### config.mk
export PLATFORM = sky130hd
export DESIGN_NAME = bnn_weight_streamer
export DESIGN_NICKNAME = d
export VERILOG_FILES = /design/src/rtl/bnn_weight_streamer.sv
export SDC_FILE = /design/constraint.sdc
export NUM_CORES = 2
export LEC_CHECK = 0
export ABC_CLOCK_PERIOD_IN_PS = 12500
export CORE_ASPECT_RATIO = 1.1
export CORE_MARGIN = 2
export CORE_UTILIZATION = 60
export DETAILED_ROUTE_END_ITERATION = 16
export PLACE_DENSITY_LB_ADDON = 0.1
export RECOVER_POWER = 50
export SLEW_MARGIN = 15
export SYNTH_ARGS = -nofsm -noshare
export SYNTH_HDL_FRONTEND = slang
export SYNTH_SLANG_ARGS = --single-unit
### constraint.sdc
create_clock -name clk -period 12.5 [get_ports clk]
set_clock_uncertainty 0.2 [all_clocks]
set_input_delay 2.5 -clock clk [delete_from_list [all_inputs] [get_ports clk]]
set_output_delay 2.5 -clock clk [all_outputs]
set_load 0.05 [all_outputs]
### src/rtl/bnn_weight_streamer.sv
// rtl/bnn_weight_streamer.sv - per-channel FIFO-buffered weight feeder emitting one bit per channel per request
module bnn_weight_streamer #(
  parameter int CH     = 10,
  parameter int WORD_W = 32,
  parameter int DEPTH  = 8,
  parameter int LEN_W  = 16
) (
  input  logic                  clk,
  input  logic                  rstn,
  input  logic                  wr_valid,
  output logic                  wr_ready,
  input  logic [$clog2(CH)-1:0] wr_ch,
  input  logic [WORD_W-1:0]     wr_data,
  input  logic                  start,
  input  logic [LEN_W-1:0]      layer_len,
  input  logic                  bit_en,
  output logic [CH-1:0]         bit_out,
  output logic                  bit_valid,
  output logic                  busy,
  output logic                  layer_done,
  output logic                  underrun,
  input  logic                  clr_err
);
  localparam int AW   = $clog2(DEPTH);
  localparam int IW   = $clog2(WORD_W);
  localparam int CW   = $clog2(CH);
  localparam int CNTW = AW + 1;
  localparam logic [CNTW-1:0] FULL_CNT = CNTW'(DEPTH);
  localparam logic [IW-1:0]   LAST_IDX = IW'(WORD_W - 1);

  typedef enum logic {S_IDLE, S_STREAM} state_t;
  state_t r_state, w_state_nxt;

  logic [WORD_W-1:0] r_mem   [CH][DEPTH];
  logic [AW-1:0]     r_wptr  [CH];
  logic [AW-1:0]     r_rptr  [CH];
  logic [CNTW-1:0]   r_cnt   [CH];
  logic [WORD_W-1:0] r_shreg [CH];
  logic              r_loaded;
  logic [IW-1:0]     r_idx;
  logic [LEN_W-1:0]  r_rem;

  logic [CH-1:0] w_push;
  logic          w_all_ne;
  logic          w_consume;
  logic          w_under;
  logic          w_last;
  logic          w_word_end;
  logic          w_pop;
  logic          w_start_ok;
  logic          w_start_zero;

  // wr_ready looks at the pre-pop count, so a full FIFO stalls even while it is being drained
  always_comb begin
    wr_ready = 1'b0;
    w_all_ne = 1'b1;
    for (int c = 0; c < CH; c++) begin
      if (wr_ch == CW'(c)) wr_ready = (r_cnt[c] < FULL_CNT);
      if (r_cnt[c] == '0) w_all_ne = 1'b0;
    end
  end

  always_comb begin
    w_push = '0;
    for (int c = 0; c < CH; c++) begin
      w_push[c] = wr_valid && wr_ready && (wr_ch == CW'(c));
    end
  end

  assign busy         = (r_state == S_STREAM);
  assign w_start_ok   = (r_state == S_IDLE) && start && (layer_len != '0);
  assign w_start_zero = (r_state == S_IDLE) && start && (layer_len == '0);
  assign w_consume    = (r_state == S_STREAM) && bit_en && r_loaded;
  assign w_under      = (r_state == S_STREAM) && bit_en && !r_loaded;
  assign w_last       = w_consume && (r_rem == LEN_W'(1));
  assign w_word_end   = w_consume && (r_idx == LAST_IDX);
  // The last bit of a layer never reloads: leftover bits are dropped and the next layer starts on a fresh word
  assign w_pop        = (r_state == S_STREAM) && w_all_ne && !w_last && (!r_loaded || w_word_end);

  always_comb begin
    w_state_nxt = r_state;
    case (r_state)
      S_IDLE:   if (w_start_ok) w_state_nxt = S_STREAM;
      S_STREAM: if (w_last) w_state_nxt = S_IDLE;
      default:  w_state_nxt = S_IDLE;
    endcase
  end

  always_ff @(posedge clk or negedge rstn) begin
    if (!rstn) r_state <= S_IDLE;
    else       r_state <= w_state_nxt;
  end

  always_ff @(posedge clk) begin
    for (int c = 0; c < CH; c++) begin
      if (w_push[c]) r_mem[c][r_wptr[c]] <= wr_data;
      if (w_pop) r_shreg[c] <= r_mem[c][r_rptr[c]];
    end
  end

  always_ff @(posedge clk or negedge rstn) begin
    if (!rstn) begin
      for (int c = 0; c < CH; c++) begin
        r_wptr[c] <= '0;
        r_rptr[c] <= '0;
        r_cnt[c]  <= '0;
      end
    end else begin
      for (int c = 0; c < CH; c++) begin
        if (w_push[c]) r_wptr[c] <= r_wptr[c] + 1'b1;
        if (w_pop) r_rptr[c] <= r_rptr[c] + 1'b1;
        case ({w_push[c], w_pop})
          2'b10:   r_cnt[c] <= r_cnt[c] + 1'b1;
          2'b01:   r_cnt[c] <= r_cnt[c] - 1'b1;
          default: r_cnt[c] <= r_cnt[c];
        endcase
      end
    end
  end

  always_ff @(posedge clk or negedge rstn) begin
    if (!rstn) begin
      r_loaded   <= 1'b0;
      r_idx      <= '0;
      r_rem      <= '0;
      bit_out    <= '0;
      bit_valid  <= 1'b0;
      layer_done <= 1'b0;
      underrun   <= 1'b0;
    end else begin
      bit_valid  <= w_consume;
      layer_done <= w_last || w_start_zero;
      if (w_start_ok)     r_rem <= layer_len;
      else if (w_consume) r_rem <= r_rem - 1'b1;
      if (w_pop) begin
        r_loaded <= 1'b1;
        r_idx    <= '0;
      end else begin
        if (w_consume) r_idx <= r_idx + 1'b1;
        if (w_last || w_word_end) r_loaded <= 1'b0;
      end
      if (w_consume) begin
        for (int c = 0; c < CH; c++) bit_out[c] <= r_shreg[c][r_idx];
      end
      if (w_under)      underrun <= 1'b1;
      else if (clr_err) underrun <= 1'b0;
    end
  end

endmodule

==> qor.txt <==
Status -> complete, but fails checks
Failing checks -> max-capacitance violations, max-slew violations
Crit path buffers/inverters -> 1
Num rows -> 169
Proportion of layout cells with a drive suffix above 1 -> 0.287
Grt total ovfl -> 0
Max Fclk -> 116 MHz
Detailed Routing Iterations Pass 1 -> 6
Final Slew Violations -> 3280
Endpoint class of the critical path -> async pin
Min-Delay Startpoint -> r_rptr[29]
Die area -> 0.196 mm²
Fin nets -> 5514
Mapped Area -> 0.116 mm²
Cell variety after synth -> 65
Setup crit start kind -> input port
Asr flop ratio synth -> 0.0451
RR Startpoint -> r_rptr[27]
Vias in the first global route -> 54600
Clk Latency, worst-skew pair -> 0.93 ns
Ports -> 73
Reg power frac -> 0.449
Reg2reg end -> r_shreg[0][13]
Synth top cells by count -> 2880 x edfxtp_1, 645 x mux4_2, 333 x mux2_2
Area contributors post-synth -> edfxtp_1 75%, mux4_2 13%, mux2_2 3.2%, dfrtp_1 2.9%, mux2i_1 1.4%
Final worst slack -> 3.88 ns
Adder-Cell Fraction of Synth Area -> 0.00757
Number of setup violations in the final report -> 0
Reg2Reg Setup Slack -> 6.74 ns
Core area -> 0.192 mm²
Clock Power Share -> 0.316
Lkg Pwr -> 41.2 nW
Power Density -> 213 mW/mm²
Combinational power share -> 0.234
EDFF count, synth -> 2880
Die Wd -> 423 µm
CP max stage delay -> 4.23 ns
Initial antenna violation count -> 19
Worst-path cell chain -> clkbuf_1
Worst-Margin Slew -> 6.31 ns
Syn avg cell area -> 22.7 µm²
Switching power -> 7.37 mW
First-pass GRT wire length -> 367000 µm
DP Worst Slack -> 4.18 ns
H-tree depth -> 5
Flops & latches, synth -> 3016
Period utilisation layout -> 0.689
Max VDD drop -> 0.173 mV
Post-CTS setup buffers -> 0
# clock sinks -> 3016
Internal -> 20.2 mW
Final min period -> 8.62 ns
Synth Area in Compound Gates -> 0.0132
CTS buffer count -> 309
Routed wire length -> 252000 µm
Initial drt markers -> 5059
Cells after Synth -> 5096
Sequential fraction of the synthesis area -> 0.777
Max Cap Viol -> 62
Ys flop type -> edfxtp_1
Starting Density -> 0.602
Die Ht -> 465 µm
CTS Root Buffer Type -> clkbuf_16
Worst reg2reg path depth -> 3
Cts hold-fix bufs -> 0
Routed len/inst -> 30.8 µm
Max Buffers Root-to-Sink -> 4
CP arrival -> 6.95 ns
Synth area leader -> edfxtp_1
Hold Crit Endpoint -> r_rptr[29]
Sw frac -> 0.267
All-Layer GR Usage -> 0.260
Worst slew margin -> -3.20
Area Growth Syn to Fin -> 12.2%
Antenna viol nets, final -> 0
Port buffer count -> 72
DP Wirelength -> 127000 µm
Slowest-stage cell, CP -> clkbuf_1
CTS tree -> yes
Vias -> 52400
Final setup TNS -> 0 ns
Setup CP Type -> input port to async pin
# resized after CTS -> 0
Top cell type's share of synthesized area -> 0.748
Final Hold Violating Endpoints -> 0
WHS Path Cells -> 1
RePlAce Congestion -> 0.786
Mux share of post-synthesis cell area -> 0.173
Yosys warnings -> 0
Simple-gate share of the synthesized area -> 0.0127
Xor and xnor area share after synthesis -> 0.00643
Syn nets -> 5218
RSZ-0062 raised after global routing -> false
Largest net degree at the start of global routing -> 146
Most common cell in the synthesized netlist -> edfxtp_1
Main combinational cell family by area after synthesis -> multiplexers
Via density -> 6.40
Drt drc -> 0
Largest delay share family, worst path -> buffers and inverters
Clock transition at path regs -> 0.06 ns
Critical Path RT -> 10.83 ns
Hold Path Class -> flip-flop to flip-flop
Worst-path fanout max -> 95
## power groups by stage
stage | logic [mW] | registers, mW | clock network (mW)
2_1_floorplan | 4.84 | 12.2 | 0
3_3_place_gp | 6.25 | 12.6 | 0
3_5_place_dp | 6.33 | 12.6 | 0
6_report | 6.47 | 12.4 | 8.73
5_1_grt | 6.93 | 12.5 | 9.26
4_1_cts | 6.36 | 12.4 | 8.87
## layout make-up
| cell class | instances | area (µm²) |
|---|---|---|
| Sequential cell | 3016 | 89900 |
| Fill cell | 11900 | 62400 |
| Multi-Input combinational cell | 1793 | 25200 |
| Clock buffer | 415 | 8480 |
| Tap cell | 2565 | 3210 |
| Timing Repair Buffer | 222 | 1760 |
| Clock inverter | 118 | 1020 |
| Inverter | 50 | 188 |
| Antenna cell | 9 | 22.5 |
## through the flow
| stage | hold WS (ns) | instance area, µm² | util | std cells | power [mW] |
|---|---|---|---|---|---|
| after floorplan | 0.257 | 116000 | - | 5096 | 17.1 |
| after global placement | 0.264 | 120000 | 0.625 | 7633 | 18.9 |
| after detailed placement | 0.267 | 120000 | 0.626 | 7634 | 18.9 |
| after CTS | 0.279 | 130000 | 0.675 | 8167 | 27.6 |
| after global routing | 0.299 | 130000 | 0.675 | 8180 | 28.7 |
| final | 0.276 | 130000 | 0.675 | 8188 | 27.6 |
## registers in the layout, indices dropped and copies added (netlist names)
register    cells
r_mem        2560
r_shreg       320
r_rem          16
layer_done      1
r_idx           5
r_wptr         30
bit_out        10
busy            1
bit_valid       1
underrun        1
r_cnt          40
r_loaded        1
r_rptr         30
## metal layers
layer  GRT usage  up-vias  part of all wire
met5           0        -          0.000056
met4      0.0756        2             0.028
met3      0.0457      392             0.068
met2       0.427     1793              0.50
met1       0.365    28300              0.41
li1            -    21900                 -
## cells in the final DEF (no fill, tap or decap), types with 38 or more instances in the layout
| cell | instances |
|---|---|
| mux2_2 | 325 |
| nand2_1 | 83 |
| ha_1 | 54 |
| clkinv_2 | 41 |
| a22oi_1 | 38 |
| clkbuf_1 | 147 |
| clkbuf_16 | 317 |
| edfxtp_1 | 2880 |
| dfrtp_1 | 121 |
| mux2i_1 | 163 |
| xnor2_1 | 38 |
| inv_1 | 47 |
| buf_4 | 101 |
| mux4_2 | 645 |
| xor2_1 | 47 |
| clkinv_1 | 50 |
| a21oi_1 | 42 |
## logic make-up (layout without fill, tap and decap cells)
kind of cell / count (synthesis) / after routing
AO/OA/AOI/OAI: 206 / 206
buffers and inverters: 287 / 805
AND/OR/NAND/NOR: 290 / 290
XOR/XNOR: 85 / 85
adder cells (fa/ha/maj): 64 / 64
multiplexers: 1148 / 1148
flip-flops: 3016 / 3016
other: 0 / 9
## how the worst max path moves through the flow
stage | start | end | cells past startpoint
final | rstn | r_rptr[15] | 1
after global routing | rstn | r_rptr[24] | 1
after CTS | wr_ch[0] | wr_ready | 7
after detailed placement | wr_ch[0] | wr_ready | 7
after global placement | wr_ch[0] | wr_ready | 7
after floorplan | bit_en | r_cnt[11] | 13
Power figures use the tool's default switching activity.
